[config.mk]
export PLATFORM = sky130hd
export DESIGN_NAME = servo_pwm_bank
export DESIGN_NICKNAME = d
export VERILOG_FILES = /design/src/rtl/servo_pwm_bank.sv
export SDC_FILE = /design/constraint.sdc
export NUM_CORES = 1
export LEC_CHECK = 0
export ABC_CLOCK_PERIOD_IN_PS = 4800
export BUFFER_PORTS_ARGS = -buffer_cell sky130_fd_sc_hd__buf_2
export CORE_MARGIN = 4
export CORE_UTILIZATION = 27
export DETAILED_ROUTE_END_ITERATION = 6
export GPL_ROUTABILITY_DRIVEN = 0
export PLACE_DENSITY_LB_ADDON = 0.15
export SETUP_SLACK_MARGIN = 0.3
export SYNTH_ARGS = -nofsm -noshare
export SYNTH_HDL_FRONTEND = slang
export SYNTH_SLANG_ARGS = --single-unit
export TNS_END_PERCENT = 1
[constraint.sdc]
create_clock -name SYSCLK -period 4.8 [get_ports SYSCLK]
set_clock_uncertainty 0.1 [all_clocks]
set_input_delay 0.48 -clock SYSCLK [delete_from_list [all_inputs] [get_ports SYSCLK]]
set_output_delay 0.48 -clock SYSCLK [all_outputs]
set_load 0.01 [all_outputs]
[src/rtl/servo_pwm_bank.sv]
// Multi-channel 50 Hz servo pulse generator with clamped targets, frame-synchronous
// update and per-channel command watchdog. Define SERVO_SLEW_LIMIT_EN for per-frame slew limiting.
module servo_pwm_bank #(
  parameter int NUM_CH         = 2,
  parameter int CNT_W          = 18,
  parameter int FRAME_TICKS    = 200000,
  parameter int MIN_TICKS      = 10000,
  parameter int MAX_TICKS      = 20000,
  parameter int NEUTRAL_TICKS  = 15000,
  parameter int SLEW_STEP      = 50,
  parameter int TIMEOUT_FRAMES = 25,
  localparam int CH_W          = (NUM_CH > 1) ? $clog2(NUM_CH) : 1
) (
  input  logic              SYSCLK,
  input  logic              NSYSRESET,
  input  logic              enable,
  input  logic              wr_en,
  input  logic [CH_W-1:0]   wr_ch,
  input  logic [CNT_W-1:0]  wr_data,
  output logic [NUM_CH-1:0] pwm_out,
  output logic              frame_start,
  output logic [NUM_CH-1:0] timeout
);

  localparam int WD_W = (TIMEOUT_FRAMES > 0) ? $clog2(TIMEOUT_FRAMES + 1) : 1;
  localparam logic [WD_W-1:0]  WD_MAX      = WD_W'(TIMEOUT_FRAMES);
  localparam logic [CNT_W-1:0] NEUTRAL_W   = CNT_W'(NEUTRAL_TICKS);
  localparam logic [CNT_W-1:0] LAST_TICK_W = CNT_W'(FRAME_TICKS - 1);

  logic [CNT_W-1:0]  cnt_r;
  logic              frame_start_r;
  logic [NUM_CH-1:0] pwm_r;
  logic [NUM_CH-1:0] timeout_r;
  logic [CNT_W-1:0]  target_r [NUM_CH];
  logic [CNT_W-1:0]  active_r [NUM_CH];
  logic [WD_W-1:0]   wd_r     [NUM_CH];

  logic              frame_tick_s;
  logic [CNT_W-1:0]  wr_clamp_s;
  logic [NUM_CH-1:0] wr_hit_s;
  logic [WD_W-1:0]   wd_inc_s [NUM_CH];
  logic [CNT_W-1:0]  next_s   [NUM_CH];

  function automatic logic [CNT_W-1:0] clamp_width(input logic [CNT_W-1:0] d);
    logic [CNT_W-1:0] r;
    if (d < CNT_W'(MIN_TICKS)) r = CNT_W'(MIN_TICKS);
    else if (d > CNT_W'(MAX_TICKS)) r = CNT_W'(MAX_TICKS);
    else r = d;
    return r;
  endfunction

`ifdef SERVO_SLEW_LIMIT_EN
  // Differences are taken larger-minus-smaller so they never wrap.
  function automatic logic [CNT_W-1:0] slew_width(input logic [CNT_W-1:0] act,
                                                  input logic [CNT_W-1:0] tgt);
    logic [CNT_W-1:0] step;
    logic [CNT_W-1:0] r;
    step = CNT_W'(SLEW_STEP);
    if (tgt > act) begin
      if ((tgt - act) <= step) r = tgt;
      else r = act + step;
    end else begin
      if ((act - tgt) <= step) r = tgt;
      else r = act - step;
    end
    return r;
  endfunction
`endif

  // Frame tick, write decode, watchdog increment and next active width per channel.
  always_comb begin
    frame_tick_s = enable && (cnt_r == LAST_TICK_W);
    wr_clamp_s   = clamp_width(wr_data);
    wr_hit_s     = {NUM_CH{1'b0}};
    for (int i = 0; i < NUM_CH; i++) begin
      wr_hit_s[i] = wr_en && (wr_ch == CH_W'(i));
      if (wd_r[i] == WD_MAX) wd_inc_s[i] = wd_r[i];
      else wd_inc_s[i] = wd_r[i] + WD_W'(1);
`ifdef SERVO_SLEW_LIMIT_EN
      next_s[i] = slew_width(active_r[i], target_r[i]);
`else
      next_s[i] = target_r[i];
`endif
    end
  end

  // Frame counter and registered frame_start / pulse outputs.
  always_ff @(posedge SYSCLK or negedge NSYSRESET) begin
    if (!NSYSRESET) begin
      cnt_r         <= {CNT_W{1'b0}};
      frame_start_r <= 1'b0;
      pwm_r         <= {NUM_CH{1'b0}};
    end else begin
      if (!enable || frame_tick_s) cnt_r <= {CNT_W{1'b0}};
      else cnt_r <= cnt_r + CNT_W'(1);
      frame_start_r <= enable && (cnt_r == {CNT_W{1'b0}});
      for (int i = 0; i < NUM_CH; i++) begin
        pwm_r[i] <= enable && (cnt_r < active_r[i]);
      end
    end
  end

  // Per-channel target, watchdog and active width; a write beats the watchdog.
  always_ff @(posedge SYSCLK or negedge NSYSRESET) begin
    if (!NSYSRESET) begin
      timeout_r <= {NUM_CH{1'b0}};
      for (int i = 0; i < NUM_CH; i++) begin
        target_r[i] <= NEUTRAL_W;
        active_r[i] <= NEUTRAL_W;
        wd_r[i]     <= {WD_W{1'b0}};
      end
    end else begin
      for (int i = 0; i < NUM_CH; i++) begin
        if (wr_hit_s[i]) begin
          target_r[i]  <= wr_clamp_s;
          wd_r[i]      <= {WD_W{1'b0}};
          timeout_r[i] <= 1'b0;
        end else if (frame_tick_s && (TIMEOUT_FRAMES != 0)) begin
          wd_r[i] <= wd_inc_s[i];
          if (wd_inc_s[i] == WD_MAX) begin
            target_r[i]  <= NEUTRAL_W;
            timeout_r[i] <= 1'b1;
          end
        end
        if (frame_tick_s) active_r[i] <= next_s[i];
      end
    end
  end

  assign pwm_out     = pwm_r;
  assign frame_start = frame_start_r;
  assign timeout     = timeout_r;

endmodule

; Yosys cells after proc, flatten, opt, wreduce, memory -nomap -nowiden
; Cells that the tools add are included.
[totals]
register_bits = 105
in_bits = 23
output_inout_bits = 5
wordCells = 60
[op_classes]
add_sub_neg = 3
n_lt_le_gt_ge = 4
n_eq_ne = 5
mux = 21
n_bitwise = 1
reduce_logical = 15
[op_table]
columns = cell, count
row1 = $mux 18, 9
row2 = $lt 18x18->1, 2
row3 = $mux 5, 6
row4 = $eq 5x5->1 const B, 4
row5 = $add 18x1->18 const B, 1
row6 = $eq 18x18->1 const B, 1
row7 = $gt 18x15->1 const B, 1
row8 = $logic_not 18->1, 1
row9 = $lt 18x14->1 const B, 1
row10 = $add 5x1->5 const B, 2
row11 = $reduce_bool 2->1, 4
row12 = $logic_and 1x1->1, 6
row13 = $mux 1, 6
row14 = $reduce_and 2->1, 2
row15 = $logic_not 1->1, 1
row16 = $logic_or 1x1->1, 1
row17 = $not 1->1, 1

; Longest topological paths before layout
; Gate-level depths: netlist of run 1.
[depth]
ltp_word = 6
depth_mapped = 8
mapped_depth_nobuf = 7

; Least setup slack after synthesis of run 1
; OpenSTA, ideal clock, no wires.
[synth_path]
kind = flip-flop to flip-flop
start = reg wd_r[5] in the netlist's numbering
end = reg target_r (netlist bit next_s[23])
setup_time_ps = 121
t_arrival_ps = 1800
required_time_ps = 4579
slack_ps = 2779
path_stages_with_launch = 8
n_path_buf = 1
synth_period_minus_slack_ps = 2021
cell_sequence = dfrtp_1 > ha_1 > xnor2_1 > nand4b_1 > a2111oi_4 > nor2_2 > buf_6 > a22o_1
[synth_between]
elab_chain_cells = 5
word_cells_on_any_way = 6
cone_classes = add/sub (1) / eq/ne (2) / mux (1) / reduce/logical (2)
[synth_lines]
columns = element, line_no
row1 = from (decl), 36  ; logic [WD_W-1:0] wd_r [NUM_CH];
row2 = "from (signal, indexed assignment)", 110  ; wd_r[i] <= {WD_W{1'b0}};
row3 = "from (signal, indexed assignment)", 116  ; wd_r[i] <= {WD_W{1'b0}};
row4 = "from (signal, indexed assignment)", 119  ; wd_r[i] <= wd_inc_s[i];
row5 = $add 5x1->5 / $eq 5x5->1 (equally long branches), "78, 77"
row6 = $mux 5 (*), 77  ; if (wd_r[i] == WD_MAX) wd_inc_s[i] = wd_r[i];
row7 = $eq 5x5->1 (*), 120  ; if (wd_inc_s[i] == WD_MAX) begin
row8 = $reduce_bool 2->1 (no line) (*), -
row9 = $reduce_and 2->1 (no line) (*), -
row10 = "to (signal, indexed assignment)", 115  ; target_r[i] <= wr_clamp_s;
row11 = to (decl), 34  ; logic [CNT_W-1:0] target_r [NUM_CH];
; Every way passes the cells marked *; elsewhere a longest branch is shown, timed or not.
; A chain may end at the register's enable or synchronous reset.

; Worst setup path after layout of run 1
[layout_path]
start = reg cnt_r[9]
end = reg active_r[18] in the netlist's numbering
[layout_between]
elab_chain_cells = 2
[layout_lines]
columns = element, line_no
row1 = from (decl), 30  ; logic [CNT_W-1:0] cnt_r;
row2 = from (signal assigned), 90  ; cnt_r <= {CNT_W{1'b0}};
row3 = from (signal assigned), 94  ; if (!enable || frame_tick_s) cnt_r <= {CNT_W{1'b0}};
row4 = from (signal assigned), 95  ; else cnt_r <= cnt_r + CNT_W'(1);
row5 = $eq 18x18->1, 72  ; frame_tick_s = enable && (cnt_r == LAST_TICK_W);
row6 = $logic_and 1x1->1, 72
row7 = "to (signal, indexed assignment)", 125  ; if (frame_tick_s) active_r[i] <= next_s[i];
row8 = to (decl), 35  ; logic [CNT_W-1:0] active_r [NUM_CH];
; Every way passes these cells.

==> metrics.yaml, run 1 <==
antenna_found_initial: 0
h-tree-depth: 3
fin_tns_setup_ps: 0
area_growth_pct: 11.9
fin_crit_ps: 2690
clock_latency_ps: 350
worstMarginPinSlew_ps: 1120
p_int_mw: 1.33
clkTransAtPathRegs_ps: 80
clock_tree.buffer_depth: 2
setup_viol: 0
synth_top_area_share: 0.349
reg2reg_setup_slack_ps: 2110
fin_crit_sh: 0.561
yosysMostFrequentCell: "dfrtp_1"
synth_nets: 603
startpoint_type: "register"
outcome: "completed"
die_w_um: 151
synth_seq_cells: 105
cts.sinks: 105
layout.nets: 624
grt_pass1_vias: 4020
first_pass_iters: 4
fmax_ghz: 0.372
startpoint: "cnt_r[9]"
initial_core_util: 0.274
ys_async_sr_fraction: 1.00
vias: 3905
synth_edf_count: 0
switchingPower_mw: 0.442
rsz0062_at_grt: "no"
die_h_um: 151
r2r_cells: 4
synthFlopType: "dfrtp_1"
dp_hpwl_um: 9530
track_usage: 0.126
maxCapViolCount: 0
timing.rr.start: "cnt_r[9]"
whs_ps: 115
synth_cells: 540
synth_largest_area_cell: "dfrtp_1"
slew_violations: 0
crit_type: "reg2reg"
drcViolationCount: 0
placed_cell_area_um2: 5890
die_area_um2: 22800
fin_area_um2: 6170
grt_pass1_wl_um: 22200
rows: 52
seqPwrFrac: 0.529
cts_resized: 0
ys_seq_area_frac: 0.483
synth_area_um2: 5520
crit_arrival_ps: 2840
totalPowerFinal_mw: 1.77
setup_ws_ps: 2110
yosys-top-cells-count: "77 x dfrtp_1, 57 x nand2_1, 54 x inv_1"
p_per_area_nw_per_um2: 286
antenna_left: 0
path_max_fanout: 72
cp-end-kind: "register"
wl_um: 13400
core_area_um2: 20200
dp.cells: 820
ys_warn_count: 0
instances_no_fill: 836
drive_above_1_share: 0.163
cp-endpoint: "active_r[18]"
viasPerCell: 4.67
p_leak_nw: 2.95
max_slew_margin: 0.253
grt_start_max_net_pins: 73
syn_avg_cell_area_um2: 10.2
cts_tree: "done"
vdd_ir_drop_max_mv: 0.160
insertedDiodeCount: 0
gr-total-overflow: 0
holdBufCountCts: 0
synth_cell_types: 65
postCtsSetupBuffers: 0
cp_data_required_time_ps: 4950
drtIter0Drc: 290
timing.rr.end: "active_r[18]"
preCtsSetupSlack_ps: 2100
fin_util: 0.306
avgRoutedWirePerCell_um: 16.0
holdCritPathClass: "in2async"
cts_buffers: 9
io_buffers: 27
combPwrFrac: 0.057
clkPwrFrac: 0.414
netlist_top_cells_area: "dfrtp_1 35%, dfstp_2 13%, ha_1 9.1%"
pin_count: 28
hold_viol: 0
clock-root-buffer: "clkbuf_16"
netSwitchingFraction: 0.250
## final cells by class
class	instances	area (um2)
multi-input combinational	362	2530
fill	2142	14000
clock buffer	10	239
timing repair buffer	29	153
sequential	105	2660
inverter	54	203
tap	270	338
clock inverter	6	47.5
## worst max-delay path, cell delays in order, from the launching register on
cell,delay (ps)
dfrtp_1,470
nor4_2,360
nand3_2,440
nor2_8,780
mux2_2,410
## registers in the layout, summed over array words and instances (netlist names)
register / count
next_s: 36
timeout: 2
wd_r: 10
active_r: 36
pwm_out: 2
cnt_r: 18
frame_start: 1
## routing by layer
| layer | vias to the layer above | share of wire | track usage |
|---|---|---|---|
| li1 | 1927 | - | - |
| met1 | 1895 | 0.52 | 0.184 |
| met4 | 0 | 0.014 | 0.0317 |
| met3 | 12 | 0.036 | 0.0311 |
| met2 | 71 | 0.43 | 0.186 |
| met5 | - | 0 | 0 |
## power by group through the flow
stage	Combinational (mW)	Sequential (mW)	Clock (mW)
floorplan	0.0518	0.945	0
global placement	0.101	0.951	0
detailed placement	0.104	0.952	0
CTS	0.104	0.935	0.757
global route	0.113	0.938	0.789
finish	0.100	0.935	0.732
## worst min-delay path by stage
stage                     startpoint           to
after floorplan            NSYSRESET  active_r[0]
after CTS                  NSYSRESET  active_r[2]
after global placement    next_s[13]   next_s[13]
final                      NSYSRESET  active_r[2]
after global routing       NSYSRESET   pwm_out[0]
after detailed placement   next_s[7]    next_s[7]
## cell usage in the layout, fill, tap and decap left out, types with 5 or more instances in the layout
| master | synthesis | layout |
|---|---|---|
| and3_1 | 7 | 7 |
| a22o_1 | 14 | 14 |
| nand4b_1 | 6 | 6 |
| nand4_1 | 5 | 5 |
| a21o_1 | 5 | 5 |
| nand2_1 | 57 | 57 |
| xor2_1 | 9 | 9 |
| xnor2_1 | 13 | 13 |
| buf_2 | 5 | 26 |
| o21ai_0 | 47 | 47 |
| and2_1 | 11 | 11 |
| ha_1 | 40 | 40 |
| a21oi_1 | 19 | 19 |
| nor2_1 | 33 | 33 |
| nand3_1 | 8 | 8 |
| a211oi_1 | 7 | 7 |
| dfstp_2 | 28 | 28 |
| clkbuf_16 | 0 | 9 |
| o22a_1 | 5 | 5 |
| inv_1 | 54 | 54 |
| dfrtp_1 | 77 | 77 |
## cells by family (layout without fill, tap and decap cells)
logic type      after synthesis  count (layout)  synth area share
compound gates              128             128             0.155
xor+xnor                     22              22            0.0349
fa+ha+maj                    40              40            0.0907
buf+inv                      73              99            0.0590
flops                       105             105             0.483
mux                           2               2           0.00408
simple gates                170             170             0.173
(Power assumes the default switching activity.)
==> run 2: changes to the inputs <==
--- a/config.mk
+++ b/config.mk
@@ -5,7 +5,7 @@
 export SDC_FILE = /design/constraint.sdc
 export NUM_CORES = 1
 export LEC_CHECK = 0
-export ABC_CLOCK_PERIOD_IN_PS = 4800
+export ABC_CLOCK_PERIOD_IN_PS = 2450
 export BUFFER_PORTS_ARGS = -buffer_cell sky130_fd_sc_hd__buf_2
 export CORE_MARGIN = 4
 export CORE_UTILIZATION = 27
==> constraint.sdc (replaced) <==
create_clock -name SYSCLK -period 2.45 [get_ports SYSCLK]
set_clock_uncertainty 0.1 [all_clocks]
set_input_delay 0.245 -clock SYSCLK [delete_from_list [all_inputs] [get_ports SYSCLK]]
set_output_delay 0.245 -clock SYSCLK [all_outputs]
set_load 0.01 [all_outputs]
==> metrics.yaml, run 2 (synthesis gave the netlist of run 1 again) <==
first_pass_iters: 4  # unchanged
antenna_found_initial: 0  # unchanged
worstMarginPinSlew_ps: 670  # -449 ps
avgRoutedWirePerCell_um: 16.4  # +2.7%
hold_depth: 3
dp_hpwl_um: 10400  # +9.1%
clock-root-buffer: "clkbuf_16"
cts_buffers: 9  # unchanged
wl_um: 14400  # +7.6%
final_cell_mix: "75 x dfrtp_1, 57 x nand2_1, 54 x inv_1"
r2r_cells: 7  # +3
max_slew_margin: 0.553  # +0.301
rows: 52  # unchanged
cp_data_required_time_ps: 2600  # -2350 ps
cts.sinks: 105  # unchanged
die_w_um: 151  # unchanged
min_from: "wr_data[9]"
setup_viol: 0  # unchanged
antenna_left: 0  # unchanged
grt_pass1_wl_um: 23300  # +4.9%
pin_count: 28  # unchanged
clock_latency_ps: 350  # about the same
hold_viol: 0  # unchanged
startpoint_type: "register"
vias: 4073  # +4.3%
drtIter0Drc: 230  # -21%
die_area_um2: 22800  # unchanged
clkTransAtPathRegs_ps: 80  # about the same
layout.nets: 664  # +6.4%
initial_core_util: 0.274  # unchanged
whs_ps: 53.7  # -61.1 ps
fin_crit_ps: 2110  # -580 ps
cp-end-kind: "register"
cts_tree: "done"
gr-total-overflow: 0  # unchanged
outcome: "completed"
core_area_um2: 20200  # unchanged
h-tree-depth: 3  # unchanged
grt_pass1_vias: 4213  # +4.8%
timing.rr.start: "cnt_r[1]"
p_per_area_nw_per_um2: 524  # +83%
maxCapViolCount: 0  # unchanged
area_growth_pct: 20.5
totalPowerFinal_mw: 3.48  # +97%
drcViolationCount: 0  # unchanged
fin_tns_setup_ps: 0  # unchanged
fin_crit_sh: 0.862  # +0.301
fmax_ghz: 0.474  # +27%
grt_start_max_net_pins: 52  # -29%
path_max_fanout: 5  # -93%
reg2reg_setup_slack_ps: 340  # -1770 ps
die_h_um: 151  # unchanged
clock_tree.buffer_depth: 2  # unchanged
timing.rr.end: "next_s[2]"
io_buffers: 27  # unchanged
rsz0062_at_grt: "yes"
insertedDiodeCount: 0  # unchanged
layout_commonest_cell: "dfrtp_1"
track_usage: 0.133  # +0.00709
min_to: "next_s[27]"
vdd_ir_drop_max_mv: 0.304  # +90%
drive_above_1_share: 0.244  # +0.0817
holdCritPathClass: "in2reg"
p_leak_nw: 3.17  # +7.4%
viasPerCell: 4.65  # -0.46%
crit_type: "reg2reg"
slew_violations: 0  # unchanged
crit_arrival_ps: 2260  # -580 ps
==> run 2: critical path, stage by stage, from the launching register on <==
cell and delay, ps:
dfrtp_1 360, ha_2 210, and4_4 260, nand4_4 250
nor3_4 340, buf_6 160, a21oi_4 70, a22o_1 240
==> run 2: timing repair <==
action / in CTS / in global routing
pin swaps: 4 / 11
setup endpoints to repair: 78 / 49
gates resized for setup: 8 / 27
setup buffers: 6 / 6
hold buffers: 1 / 0
hold endpoints to repair: 34 / 0
cloned: 1 / 2
==> run 2: through the flow <==
stage	worst slack [ps]	area, um2	cells	utilization
after floorplan	429	5520	540	-
after global placement	104	6080	844	0.301
after detailed placement	43.5	6080	844	0.301
after CTS	272	6460	868	0.320
after global routing	255	6650	876	0.330
final	338	6650	876	0.330
==> run 2: layout make-up <==
cell class / count / area (um2)
fillers: 2126 / 13500
multi-input cells: 365 / 2690
repair buffers: 66 / 464
well taps: 270 / 338
clock inverters: 7 / 58.8
inverters: 54 / 203
clock buffers: 9 / 225
flip-flops and latches: 105 / 2670
==> run 2: worst max path at each step <==
stage | startpoint | to | depth (start not counted)
floorplan | wd_r[5] | next_s[23] | 7
finish | cnt_r[1] | next_s[2] | 7
CTS | cnt_r[13] | pwm_out[1] | 6
detailed placement | cnt_r[0] | next_s[23] | 6
global placement | cnt_r[0] | next_s[19] | 6
global route | cnt_r[1] | wd_r[1] | 7
==> run 2: power by group <==
part | switching [mW] | internal [mW]
Combinational | 0.139 | 0.0895
Sequential | 0.0298 | 1.80
Clock | 0.718 | 0.711
==> run 2: layer usage <==
metal | vias to the layer above | track usage | share of wire
met2 | 53 | 0.205 | 0.47
met3 | 16 | 0.0186 | 0.022
met1 | 1986 | 0.190 | 0.49
met5 | - | 0 | 0
met4 | 0 | 0.0503 | 0.017
li1 | 2018 | - | -
==> run 3: changes to the inputs <==
--- a/config.mk
+++ b/config.mk
@@ -5,13 +5,14 @@
 export SDC_FILE = /design/constraint.sdc
 export NUM_CORES = 1
 export LEC_CHECK = 0
-export ABC_CLOCK_PERIOD_IN_PS = 2450
+export ABC_CLOCK_PERIOD_IN_PS = 1970
 export BUFFER_PORTS_ARGS = -buffer_cell sky130_fd_sc_hd__buf_2
 export CORE_MARGIN = 4
 export CORE_UTILIZATION = 27
 export DETAILED_ROUTE_END_ITERATION = 6
 export GPL_ROUTABILITY_DRIVEN = 0
 export PLACE_DENSITY_LB_ADDON = 0.15
+export RECOVER_POWER = 100
 export SETUP_SLACK_MARGIN = 0.3
 export SYNTH_ARGS = -nofsm -noshare
 export SYNTH_HDL_FRONTEND = slang
==> constraint.sdc (replaced) <==
create_clock -name SYSCLK -period 1.97 [get_ports SYSCLK]
set_clock_uncertainty 0.1 [all_clocks]
set_input_delay 0.197 -clock SYSCLK [delete_from_list [all_inputs] [get_ports SYSCLK]]
set_output_delay 0.197 -clock SYSCLK [all_outputs]
set_load 0.01 [all_outputs]
==> metrics.yaml, run 3 (synthesis gave the netlist of run 1 again) <==
layout_commonest_cell: "dfrtp_1"
first_pass_iters: 4  # unchanged
insertedDiodeCount: 0  # unchanged
drive_above_1_share: 0.304  # +0.0594
rsz0062_at_grt: "yes"
clock_tree.buffer_depth: 2  # unchanged
cpPeakStageDelay_ps: 410  # +50 ps
violations: "setup timing"
vdd_ir_drop_max_mv: 0.427  # +40%
pin_count: 28  # unchanged
outcome: "complete, but fails checks"
viasPerCell: 4.68  # +0.68%
rows: 52  # unchanged
wl_um: 15100  # +5.0%
slew_violations: 0  # unchanged
cts_tree: "done"
holdCritPathClass: "in2reg"
path_cells: "nor4_4 -> nand3_2 -> buf_6 -> a2111oi_4 -> buf_6 -> nor2_4 -> a22o_1"
instances_no_fill: 932  # +6.4%
clkTransAtPathRegs_ps: 80  # about the same
critical_path_buf_inv_count: 2  # +1
crit_slowest_cell: "dfrtp_1"
p_per_area_nw_per_um2: 615  # +17%
cp-end-kind: "register"
fin_crit_sh: 1.03  # +0.168
track_usage: 0.141  # +0.00776
antenna_found_initial: 0  # unchanged
cts.sinks: 105  # unchanged
clock_latency_ps: 360  # about the same
critPathMostFrequentCell: "buf_6"
layout.nets: 720  # +8.4%
hold_viol: 0  # unchanged
crit_type: "reg2reg"
final_cell_mix: "75 x dfrtp_1, 73 x buf_4, 57 x nand2_1"
max_slew_margin: 0.419  # -0.135
maxCapViolCount: 0  # unchanged
io_buffers: 27  # unchanged
h-tree-depth: 3  # unchanged
grt_pass1_vias: 4495  # +6.7%
drtIter0Drc: 186  # -19%
area_growth_pct: 30.7
vias: 4363  # +7.1%
dp_hpwl_um: 11100  # +6.3%
totalPowerFinal_mw: 4.44  # +27%
nFillCells: 2069  # -2.7%
setup_viol: 27  # +27
p_leak_nw: 3.47  # +9.3%
setup_ws_ps: -59.5  # -398 ps
grt_pass1_wl_um: 24800  # +6.4%
core_area_um2: 20200  # unchanged
die_w_um: 151  # unchanged
initial_core_util: 0.274  # unchanged
critical_path.top_delay_family: "simple AND/OR/NAND/NOR gates"
clock-root-buffer: "clkbuf_16"
cts_buffers: 9  # unchanged
dp.cells: 895  # +6.0%
worstMarginPinSlew_ps: 872  # +202 ps
grt_start_max_net_pins: 46  # -12%
startpoint_type: "register"
die_h_um: 151  # unchanged
crit_arrival_ps: 2180  # -80 ps
antenna_left: 0  # unchanged
die_area_um2: 22800  # unchanged
avgRoutedWirePerCell_um: 16.2  # -1.3%
fmax_ghz: 0.493  # +4.1%
cp_data_required_time_ps: 2120  # -480 ps
fin_crit_ps: 2030  # -82.3 ps
gr-total-overflow: 0  # unchanged
drcViolationCount: 0  # unchanged
path_max_fanout: 6  # +1
run 3: worst paths after layout:
| kind | to | depth (start not counted) | slack, ps | start |
|---|---|---|---|---|
| max | next_s[18] | 7 | -60 | cnt_r[13] |
| max in group asynchronous | next_s[27] | 3 | 290 | NSYSRESET |
| min in group asynchronous | frame_start | 2 | 380 | NSYSRESET |
| max reg2reg | next_s[18] | 7 | -60 | cnt_r[13] |
| min | next_s[1] | 2 | 20 | wr_data[1] |
| min reg2reg | next_s[13] | 2 | 370 | next_s[13] |
run 3: what timing repair did:
item	4_1_cts	5_1_grt
gates cloned	2	0
pin swaps	36	11
hold buffers	6	0
setup buffers	13	0
endpoints found under the setup margin	103	103
hold endpoints to repair	36	0
gates resized for setup	43	8
run 3: power by group:
| group | total (mW) | internal [mW] | switching [mW] | leakage [nW] |
|---|---|---|---|---|
| Clock | 1.86 | 0.910 | 0.952 | 0.147 |
| Combinational | 0.300 | 0.120 | 0.180 | 2.08 |
| Sequential | 2.27 | 2.23 | 0.0402 | 1.24 |
run 3: per-layer routing:
layer / routed length (um) / share of wire / GRT usage / vias up
li1: - / - / - / 2129
met1: 7320 / 0.48 / 0.195 / 2147
met2: 7190 / 0.48 / 0.228 / 71
met3: 330 / 0.022 / 0.0159 / 16
met4: 279 / 0.018 / 0.0494 / 0
met5: 0 / 0 / 0 / -
run 3: layout make-up:
class / count / area, um2 / area share
multi-input cells: 364 / 2750 / 0.381
inverters: 54 / 203 / 0.0281
clock buffers: 9 / 225 / 0.0312
well taps: 270 / 338 / 0.0468
flip-flops and latches: 105 / 2670 / 0.369
repair buffers: 123 / 952 / 0.132
clock inverters: 7 / 82.6 / 0.0114
run 3: per-stage QoR:
step	worst slack (ps)	TNS (ps)	hold WS [ps]	cell area, um2	utilization
final	-59.5	-829	19.6	7210	0.358
after global routing	-154	-7610	28.4	7210	0.358
after CTS	-65.1	-910	4.96	7240	0.359
after detailed placement	-203	-4880	105	6530	0.324
after global placement	-196	-2750	98.1	6530	0.324
after floorplan	6.45	0	-199	5540	-
